File: config.mk
export PLATFORM = sky130hd
export DESIGN_NAME = cmp_seq_ctrl_flat
export DESIGN_NICKNAME = d
export VERILOG_FILES = /design/src/rtl/cmp_seq_if.sv /design/src/rtl/cmp_seq_ctrl.sv /design/src/flat_wrapper.sv
export SDC_FILE = /design/constraint.sdc
export NUM_CORES = 1
export LEC_CHECK = 0
export ABC_AREA = 1
export CAP_MARGIN = 15
export CORE_ASPECT_RATIO = 1.25
export CORE_MARGIN = 3
export CORE_UTILIZATION = 50
export CTS_BUF_LIST = sky130_fd_sc_hd__clkbuf_4 sky130_fd_sc_hd__clkbuf_8 sky130_fd_sc_hd__clkbuf_16
export CTS_CLUSTER_SIZE = 10
export DETAILED_ROUTE_END_ITERATION = 10
export GPL_TIMING_DRIVEN = 0
export PLACE_DENSITY_LB_ADDON = 0.08
export SLEW_MARGIN = 20
export SYNTH_ARGS = -nofsm -noshare
export SYNTH_HDL_FRONTEND = slang
export SYNTH_SLANG_ARGS = --single-unit
export TNS_END_PERCENT = 20
File: constraint.sdc
create_clock -name clk -period 2.29 [get_ports clk]
set_input_delay 0.458 -clock clk [delete_from_list [all_inputs] [get_ports clk]]
set_output_delay 0.458 -clock clk [all_outputs]
set_load 0.02 [all_outputs]
File: src/rtl/cmp_seq_if.sv
// ============================================================================
// Module      : cmp_seq_if
// Description : Start/busy/done handshake and result bundle for cmp_seq_ctrl.
// Revision    : 1.0 - initial release
// ============================================================================
`default_nettype none

interface cmp_seq_if #(
  parameter int WIDTH = 16
);
  logic             start;
  logic             sgn;
  logic [WIDTH-1:0] a;
  logic [WIDTH-1:0] b;
  logic             busy;
  logic             done;
  logic             e;
  logic             g;
  logic             l;

  modport master (
    output start, sgn, a, b,
    input  busy, done, e, g, l
  );

  modport slave (
    input  start, sgn, a, b,
    output busy, done, e, g, l
  );
endinterface

`default_nettype wire

File: src/rtl/cmp_seq_ctrl.sv
// ============================================================================
// Module      : cmp_seq_ctrl
// Description : Sequential WIDTH-bit magnitude compare, one 4-bit slice per
//               cycle, MSB nibble first. Define CMP_EARLY_EXIT_EN to leave the
//               scan on the first differing nibble.
// Revision    : 1.0 - initial release
// ============================================================================
`default_nettype none

module cmp_seq_ctrl #(
  parameter int WIDTH = 16
) (
  input  wire logic  clk,
  input  wire logic  rst_n,
  cmp_seq_if.slave   bus
);

  localparam int NIB  = WIDTH / 4;
  localparam int IDXW = (NIB > 1) ? $clog2(NIB) : 1;

  localparam logic [1:0] ST_IDLE = 2'd0;
  localparam logic [1:0] ST_SCAN = 2'd1;
  localparam logic [1:0] ST_DONE = 2'd2;

  localparam logic [IDXW-1:0]  IDX_TOP   = IDXW'(NIB - 1);
  localparam logic [WIDTH-1:0] SIGN_MASK = {1'b1, {(WIDTH-1){1'b0}}};

  generate
    if ((WIDTH % 4) != 0 || WIDTH < 4) begin : g_width_check
      $error("cmp_seq_ctrl: WIDTH must be a multiple of 4 and at least 4");
    end
  endgenerate

  logic [1:0]       state_q, state_d;
  logic [IDXW-1:0]  idx_q, idx_d;
  logic [WIDTH-1:0] a_q, a_d;
  logic [WIDTH-1:0] b_q, b_d;
  logic             decided_q, decided_d;
  logic             pg_q, pg_d;
  logic             pl_q, pl_d;
  logic             e_q, e_d;
  logic             g_q, g_d;
  logic             l_q, l_d;

  logic [WIDTH-1:0] w_a_sh, w_b_sh;
  logic [3:0]       w_a_nib, w_b_nib;
  logic             w_nib_gt, w_nib_lt;
  logic             w_res_g, w_res_l;
  logic             w_exit;
  logic             w_accept;

  // Signed operands are stored in offset-binary, so the slice is always unsigned
  // and only the MSB nibble is affected by the sign flip.
  assign w_a_sh  = a_q >> {idx_q, 2'b00};
  assign w_b_sh  = b_q >> {idx_q, 2'b00};
  assign w_a_nib = w_a_sh[3:0];
  assign w_b_nib = w_b_sh[3:0];

  assign w_nib_gt = (w_a_nib > w_b_nib);
  assign w_nib_lt = (w_a_nib < w_b_nib);

  assign w_res_g = decided_q ? pg_q : w_nib_gt;
  assign w_res_l = decided_q ? pl_q : w_nib_lt;

`ifdef CMP_EARLY_EXIT_EN
  assign w_exit = (idx_q == '0) || w_res_g || w_res_l;
`else
  assign w_exit = (idx_q == '0);
`endif

  assign w_accept = bus.start && (state_q != ST_SCAN);

  always_comb begin
    state_d   = state_q;
    idx_d     = idx_q;
    a_d       = a_q;
    b_d       = b_q;
    decided_d = decided_q;
    pg_d      = pg_q;
    pl_d      = pl_q;
    e_d       = e_q;
    g_d       = g_q;
    l_d       = l_q;

    case (state_q)
      ST_IDLE: state_d = ST_IDLE;
      ST_SCAN: begin
        if (w_exit) begin
          state_d = ST_DONE;
          e_d     = ~(w_res_g | w_res_l);
          g_d     = w_res_g;
          l_d     = w_res_l;
        end else begin
          idx_d     = idx_q - 1'b1;
          decided_d = decided_q | w_nib_gt | w_nib_lt;
          pg_d      = w_res_g;
          pl_d      = w_res_l;
        end
      end
      ST_DONE: state_d = ST_IDLE;
      default: state_d = ST_IDLE;
    endcase

    // Start is honoured from both IDLE and DONE, giving back-to-back compares.
    if (w_accept) begin
      state_d   = ST_SCAN;
      idx_d     = IDX_TOP;
      a_d       = bus.a ^ (bus.sgn ? SIGN_MASK : '0);
      b_d       = bus.b ^ (bus.sgn ? SIGN_MASK : '0);
      decided_d = 1'b0;
      pg_d      = 1'b0;
      pl_d      = 1'b0;
    end
  end

  always_ff @(posedge clk) begin
    if (!rst_n) begin
      state_q   <= ST_IDLE;
      idx_q     <= '0;
      a_q       <= '0;
      b_q       <= '0;
      decided_q <= 1'b0;
      pg_q      <= 1'b0;
      pl_q      <= 1'b0;
      e_q       <= 1'b0;
      g_q       <= 1'b0;
      l_q       <= 1'b0;
    end else begin
      state_q   <= state_d;
      idx_q     <= idx_d;
      a_q       <= a_d;
      b_q       <= b_d;
      decided_q <= decided_d;
      pg_q      <= pg_d;
      pl_q      <= pl_d;
      e_q       <= e_d;
      g_q       <= g_d;
      l_q       <= l_d;
    end
  end

  assign bus.busy = (state_q == ST_SCAN);
  assign bus.done = (state_q == ST_DONE);
  assign bus.e    = e_q;
  assign bus.g    = g_q;
  assign bus.l    = l_q;

endmodule

`default_nettype wire

File: src/flat_wrapper.sv
// flat-port wrapper written by rule: the top's interface ports become plain ports
module cmp_seq_ctrl_flat 
#(
  parameter int WIDTH = 16
)
  (clk, rst_n, bus_start, bus_sgn, bus_a, bus_b, bus_busy, bus_done, bus_e, bus_g, bus_l);
  cmp_seq_if #(.WIDTH(WIDTH)) bus_i ();
  input  wire logic clk;
  input  wire logic rst_n;
  input wire logic [$bits(bus_i.start)-1:0] bus_start;
  input wire logic [$bits(bus_i.sgn)-1:0] bus_sgn;
  input wire logic [$bits(bus_i.a)-1:0] bus_a;
  input wire logic [$bits(bus_i.b)-1:0] bus_b;
  output wire logic [$bits(bus_i.busy)-1:0] bus_busy;
  output wire logic [$bits(bus_i.done)-1:0] bus_done;
  output wire logic [$bits(bus_i.e)-1:0] bus_e;
  output wire logic [$bits(bus_i.g)-1:0] bus_g;
  output wire logic [$bits(bus_i.l)-1:0] bus_l;
  assign bus_i.start = bus_start;
  assign bus_i.sgn = bus_sgn;
  assign bus_i.a = bus_a;
  assign bus_i.b = bus_b;
  assign bus_busy = bus_i.busy;
  assign bus_done = bus_i.done;
  assign bus_e = bus_i.e;
  assign bus_g = bus_i.g;
  assign bus_l = bus_i.l;
  cmp_seq_ctrl #(.WIDTH(WIDTH)) u_core (.clk(clk), .rst_n(rst_n), .bus(bus_i));
endmodule
==> results of run 1 <==
[sequential cells by signal (all words and copies together), names as in the netlist]
| signal | count |
|---|---|
| u_core.pg_q | 1 |
| u_core.b_q | 16 |
| u_core.pl_q | 1 |
| u_core.bus.e | 1 |
| u_core.bus.g | 1 |
| u_core.decided_q | 1 |
| u_core.a_q | 16 |
| u_core.idx_q | 2 |
| u_core.bus.l | 1 |
| u_core.state_q | 2 |
[area by class of cell]
type | count | area (um2) | area share, %
clock inverter | 1 | 5.00 | 0.203
sequential | 42 | 842 | 34.2
timing repair buffer | 39 | 390 | 15.9
buffer | 15 | 91.3 | 3.71
multi-input combinational | 184 | 907 | 36.9
inverter | 21 | 86.3 | 3.51
tap | 39 | 48.8 | 1.98
clock buffer | 7 | 90.1 | 3.66
[cells in the mapped netlist (all sizes together) (2+ instances only)]
library cell	count
ha	5
xnor2	2
o22ai	5
a32o	3
o21ai	45
buf	14
nor2	77
dfxtp	42
nand3	6
nand2	29
a21oi	9
inv	20
[logic make-up after synthesis]
| logic type | after synthesis | share of synthesized area, % |
|---|---|---|
| and+or+nand+nor | 112 | 24.1 |
| AOI/OAI and AO/OA | 65 | 18.6 |
| DFF | 42 | 44.1 |
| buffers and inverters | 36 | 8.92 |
| adders and majority gates | 5 | 3.28 |
| xor gates and xnor gates | 2 | 0.919 |
[power by group through the flow]
stage          registers, mW  clock network (mW)  logic, mW
6_report               0.835               0.501      0.484
5_1_grt                0.842               0.545      0.555
3_5_place_dp           0.850                   0      0.467
4_1_cts                0.833               0.512      0.468
3_3_place_gp           0.849                   0      0.460
2_1_floorplan          0.844                   0      0.318
[final timing paths]
| check | cells past startpoint | endpoint | slack, ps | from |
|---|---|---|---|---|
| worst max register to register | 13 | u_core.pg_q | 220 | u_core.idx_q[0] |
| worst min register to register | 2 | u_core.a_q[6] | 480 | u_core.a_q[6] |
| worst max-delay path | 13 | u_core.pg_q | 220 | u_core.idx_q[0] |
| worst min-delay path | 2 | u_core.a_q[6] | 480 | u_core.a_q[6] |
[per-layer routing]
metal	up-vias	share of wire [%]
li1	947	-
met1	764	47
met2	35	46
met3	8	4.6
met4	0	1.8
met5	-	0
[critical path: stages, from the launching register on]
cell	delay, ps
sky130_fd_sc_hd__dfxtp_1	300
sky130_fd_sc_hd__clkbuf_4	160
sky130_fd_sc_hd__buf_2	180
sky130_fd_sc_hd__o21ai_0	190
sky130_fd_sc_hd__o22ai_1	110
sky130_fd_sc_hd__ha_1	340
sky130_fd_sc_hd__nand2_1	100
sky130_fd_sc_hd__inv_1	50
sky130_fd_sc_hd__nand2_1	80
sky130_fd_sc_hd__nand2_1	70
sky130_fd_sc_hd__nand3_1	70
sky130_fd_sc_hd__nand2_1	90
sky130_fd_sc_hd__o21ai_0	170
sky130_fd_sc_hd__inv_1	50
[stage by stage]
step | power (mW) | hold slack [ps] | instances | worst slack (ps)
2_1_floorplan | 1.16 | 449 | 262 | 488
3_3_place_gp | 1.31 | 459 | 340 | 203
3_5_place_dp | 1.32 | 470 | 340 | 200
4_1_cts | 1.81 | 488 | 348 | 165
5_1_grt | 1.94 | 508 | 348 | -8.68
6_report | 1.82 | 483 | 348 | 223
==> flow_summary.html, run 1 <==
<table>
<tr><th>Metric</th><th>Value</th></tr>
<tr><th colspan="2">Global route</th></tr>
<tr><td>Global routing's busiest layer</td><td>met2</td></tr>
<tr><td>GRT Residual Overflow</td><td>0</td></tr>
<tr><td>First-pass GRT wire length</td><td>6.71 mm</td></tr>
<tr><td>Gr usage total</td><td>19.9%</td></tr>
<tr><td>Number of antenna violations at the first check in global routing</td><td>0</td></tr>
<tr><td>GR met1 Demand/Resource</td><td>24.1%</td></tr>
<tr><td>Met3 usage</td><td>5.66%</td></tr>
<tr><td>GR Layer Usage met2</td><td>32.8%</td></tr>
<tr><td>Maximum number of pins on one net before global-route repair</td><td>13</td></tr>
<tr><td>Vias in the first global route</td><td>1,503</td></tr>
<tr><th colspan="2">Power and ir drop</th></tr>
<tr><td>Power spent charging and discharging nets</td><td>550 uW</td></tr>
<tr><td>Share of total power consumed by net switching</td><td>30.2%</td></tr>
<tr><td>Peak supply drop</td><td>431 uV</td></tr>
<tr><td>Clock share of power</td><td>27.5%</td></tr>
<tr><td>Portion of total power attributed to combinational logic</td><td>26.6%</td></tr>
<tr><td>Sequential power share</td><td>45.9%</td></tr>
<tr><td>P per Cell Area</td><td>739 nW/um2</td></tr>
<tr><td>Static leakage power</td><td>1.07 nW</td></tr>
<tr><td>Int Power</td><td>1.27 mW</td></tr>
<tr><th colspan="2">Floorplan</th></tr>
<tr><td>Area of the core</td><td>3570 um2</td></tr>
<tr><td>Number of rows in the core area</td><td>24</td></tr>
<tr><td>Die Height</td><td>75.0 um</td></tr>
<tr><td>Initial Util</td><td>53.4%</td></tr>
<tr><td>Count of boundary I/O pins</td><td>41</td></tr>
<tr><td>Die boundary width</td><td>61.2 um</td></tr>
<tr><td>Die footprint</td><td>4600 um2</td></tr>
<tr><th colspan="2">Yosys</th></tr>
<tr><td>Syn Area/Cell</td><td>7.28 um2</td></tr>
<tr><td>Post-synthesis cell type with the largest combined area</td><td>sky130_fd_sc_hd__dfxtp_1</td></tr>
<tr><td>Synthesized netlist net count</td><td>303</td></tr>
<tr><td>Number of flip-flops and latches in the synthesized netlist</td><td>42</td></tr>
<tr><td>Top post-synthesis cells by area</td><td>sky130_fd_sc_hd__dfxtp_1 44%, sky130_fd_sc_hd__nor2_1 15%, sky130_fd_sc_hd__o21ai_0 9.2%</td></tr>
<tr><td>Number of flops mapped to enable cells by yosys</td><td>0</td></tr>
<tr><td>Share of Yosys cell area claimed by the top area cell type</td><td>44.1%</td></tr>
<tr><td>Leading register cell type out of synthesis</td><td>sky130_fd_sc_hd__dfxtp_1</td></tr>
<tr><td>Unique cell type count in the Yosys netlist</td><td>25</td></tr>
<tr><td>Synth Cell Area</td><td>1910 um2</td></tr>
<tr><td>Yosys warns</td><td>0</td></tr>
<tr><td>Fraction of registers with async set or reset after synthesis</td><td>0%</td></tr>
<tr><td>Number of instances in the synthesized netlist</td><td>262</td></tr>
<tr><td>Post-synthesis sequential area ratio</td><td>44.1%</td></tr>
<tr><th colspan="2">Detailed routing</th></tr>
<tr><td>Routed via count divided by cell count</td><td>5.04</td></tr>
<tr><td>Via count</td><td>1,754</td></tr>
<tr><td>Final routed wirelength across all metal layers</td><td>4.12 mm</td></tr>
<tr><td>Residual antenna-violating net count after detailed routing</td><td>0</td></tr>
<tr><td>Wire length per cell</td><td>11.8 um</td></tr>
<tr><td>DRC Markers</td><td>0</td></tr>
<tr><td>Detailed-router iteration count before antenna repair</td><td>4</td></tr>
<tr><td>DR iter-0 viols</td><td>65</td></tr>
<tr><th colspan="2">Critical path</th></tr>
<tr><td>Critical path class</td><td>reg -&gt; reg</td></tr>
<tr><td>Type of element capturing the critical path</td><td>register</td></tr>
<tr><td>Endpoint arrival time on the critical path</td><td>2260 ps</td></tr>
<tr><td>Crit path max fanout</td><td>10</td></tr>
<tr><td>Critical path required time</td><td>2480 ps</td></tr>
<tr><td>Setup crit start kind</td><td>register</td></tr>
<tr><th colspan="2">Final layout</th></tr>
<tr><td>Area of all placed cells without fillers</td><td>2460 um2</td></tr>
<tr><td>Share of layout cells above drive strength 1</td><td>12.6%</td></tr>
<tr><td>Top library cells by usage in the layout, fill and taps aside</td><td>76 x sky130_fd_sc_hd__nor2_1, 41 x sky130_fd_sc_hd__dfxtp_1, 39 x sky130_fd_sc_hd__clkdlybuf4s50_1</td></tr>
<tr><td>Post-layout nets</td><td>349</td></tr>
<tr><td>Most frequent standard cell in the layout excluding fill and tap cells</td><td>sky130_fd_sc_hd__nor2_1</td></tr>
<tr><td>Finished Core Util</td><td>68.9%</td></tr>
<tr><td>Diodes inserted</td><td>0</td></tr>
<tr><td>Syn-to-layout area delta</td><td>29.1%</td></tr>
<tr><td>Number of filler instances in the final layout</td><td>326</td></tr>
<tr><th colspan="2">Timing</th></tr>
<tr><td>Share of the clock period used by the worst path</td><td>90.3%</td></tr>
<tr><td>Final period demand of the worst path</td><td>2070 ps</td></tr>
<tr><td>Clock skew</td><td>4.49 ps</td></tr>
<tr><td>F_max</td><td>484 MHz</td></tr>
<tr><td>Endpoints failing hold</td><td>0</td></tr>
<tr><td>Headroom to the max-slew limit</td><td>81.9%</td></tr>
<tr><td>Aggregate negative setup slack</td><td>0 ps</td></tr>
<tr><td>Worst-margin pin slew</td><td>272 ps</td></tr>
<tr><td>Final setup vio count</td><td>0</td></tr>
<tr><td>Number of max-slew violations in the final report</td><td>0</td></tr>
<tr><th colspan="2">Clock network</th></tr>
<tr><td>Count of clock tree sinks</td><td>42</td></tr>
<tr><td>Clock root cell</td><td>sky130_fd_sc_hd__clkbuf_8</td></tr>
<tr><td>Number of post-CTS setup repair buffers</td><td>0</td></tr>
<tr><td>Number of buffers inserted for hold repair after clock tree synthesis</td><td>0</td></tr>
<tr><td>Clock buffers created by TritonCTS</td><td>5</td></tr>
<tr><td>Htree depth</td><td>2</td></tr>
<tr><td>Clock latency reported for the late side of the worst-skew pair</td><td>300 ps</td></tr>
<tr><td>Post-cts repair resize count</td><td>0</td></tr>
<tr><td>Largest buffer count on any clock path</td><td>2</td></tr>
<tr><td>CTS clk-pin slew, worst paths</td><td>80 ps</td></tr>
<tr><td>Clock tree from TritonCTS</td><td>yes</td></tr>
<tr><th colspan="2">Place</th></tr>
<tr><td>Estimated wirelength of the detail-placed design</td><td>3.06 mm</td></tr>
<tr><td>PortBufs</td><td>39</td></tr>
<tr><td>Routability congestion estimate from global placement</td><td>0.894</td></tr>
<tr><td>Post-detailed-placement cell area</td><td>2350 um2</td></tr>
<tr><th colspan="2">Status</th></tr>
<tr><td>Outcome</td><td>finished clean</td></tr>
<tr><th colspan="2">Job</th></tr>
<tr><td>MaxCap Viol Count</td><td>0</td></tr>
<tr><th colspan="2">Min path</th></tr>
<tr><td>Type of the tightest min-delay check</td><td>reg -&gt; reg</td></tr>
</table>
Power figures use the tool's default switching activity.
==> run 2, diff against run 1 <==
--- a/config.mk
+++ b/config.mk
@@ -15,8 +15,8 @@
 export DETAILED_ROUTE_END_ITERATION = 10
 export GPL_TIMING_DRIVEN = 0
 export PLACE_DENSITY_LB_ADDON = 0.08
-export SLEW_MARGIN = 20
+export SLEW_MARGIN = 40
 export SYNTH_ARGS = -nofsm -noshare
 export SYNTH_HDL_FRONTEND = slang
 export SYNTH_SLANG_ARGS = --single-unit
-export TNS_END_PERCENT = 20
+export TNS_END_PERCENT = 1
==> results of run 2 <==
Same layout as run 1: the final DEF is identical, and so are final timing and power.
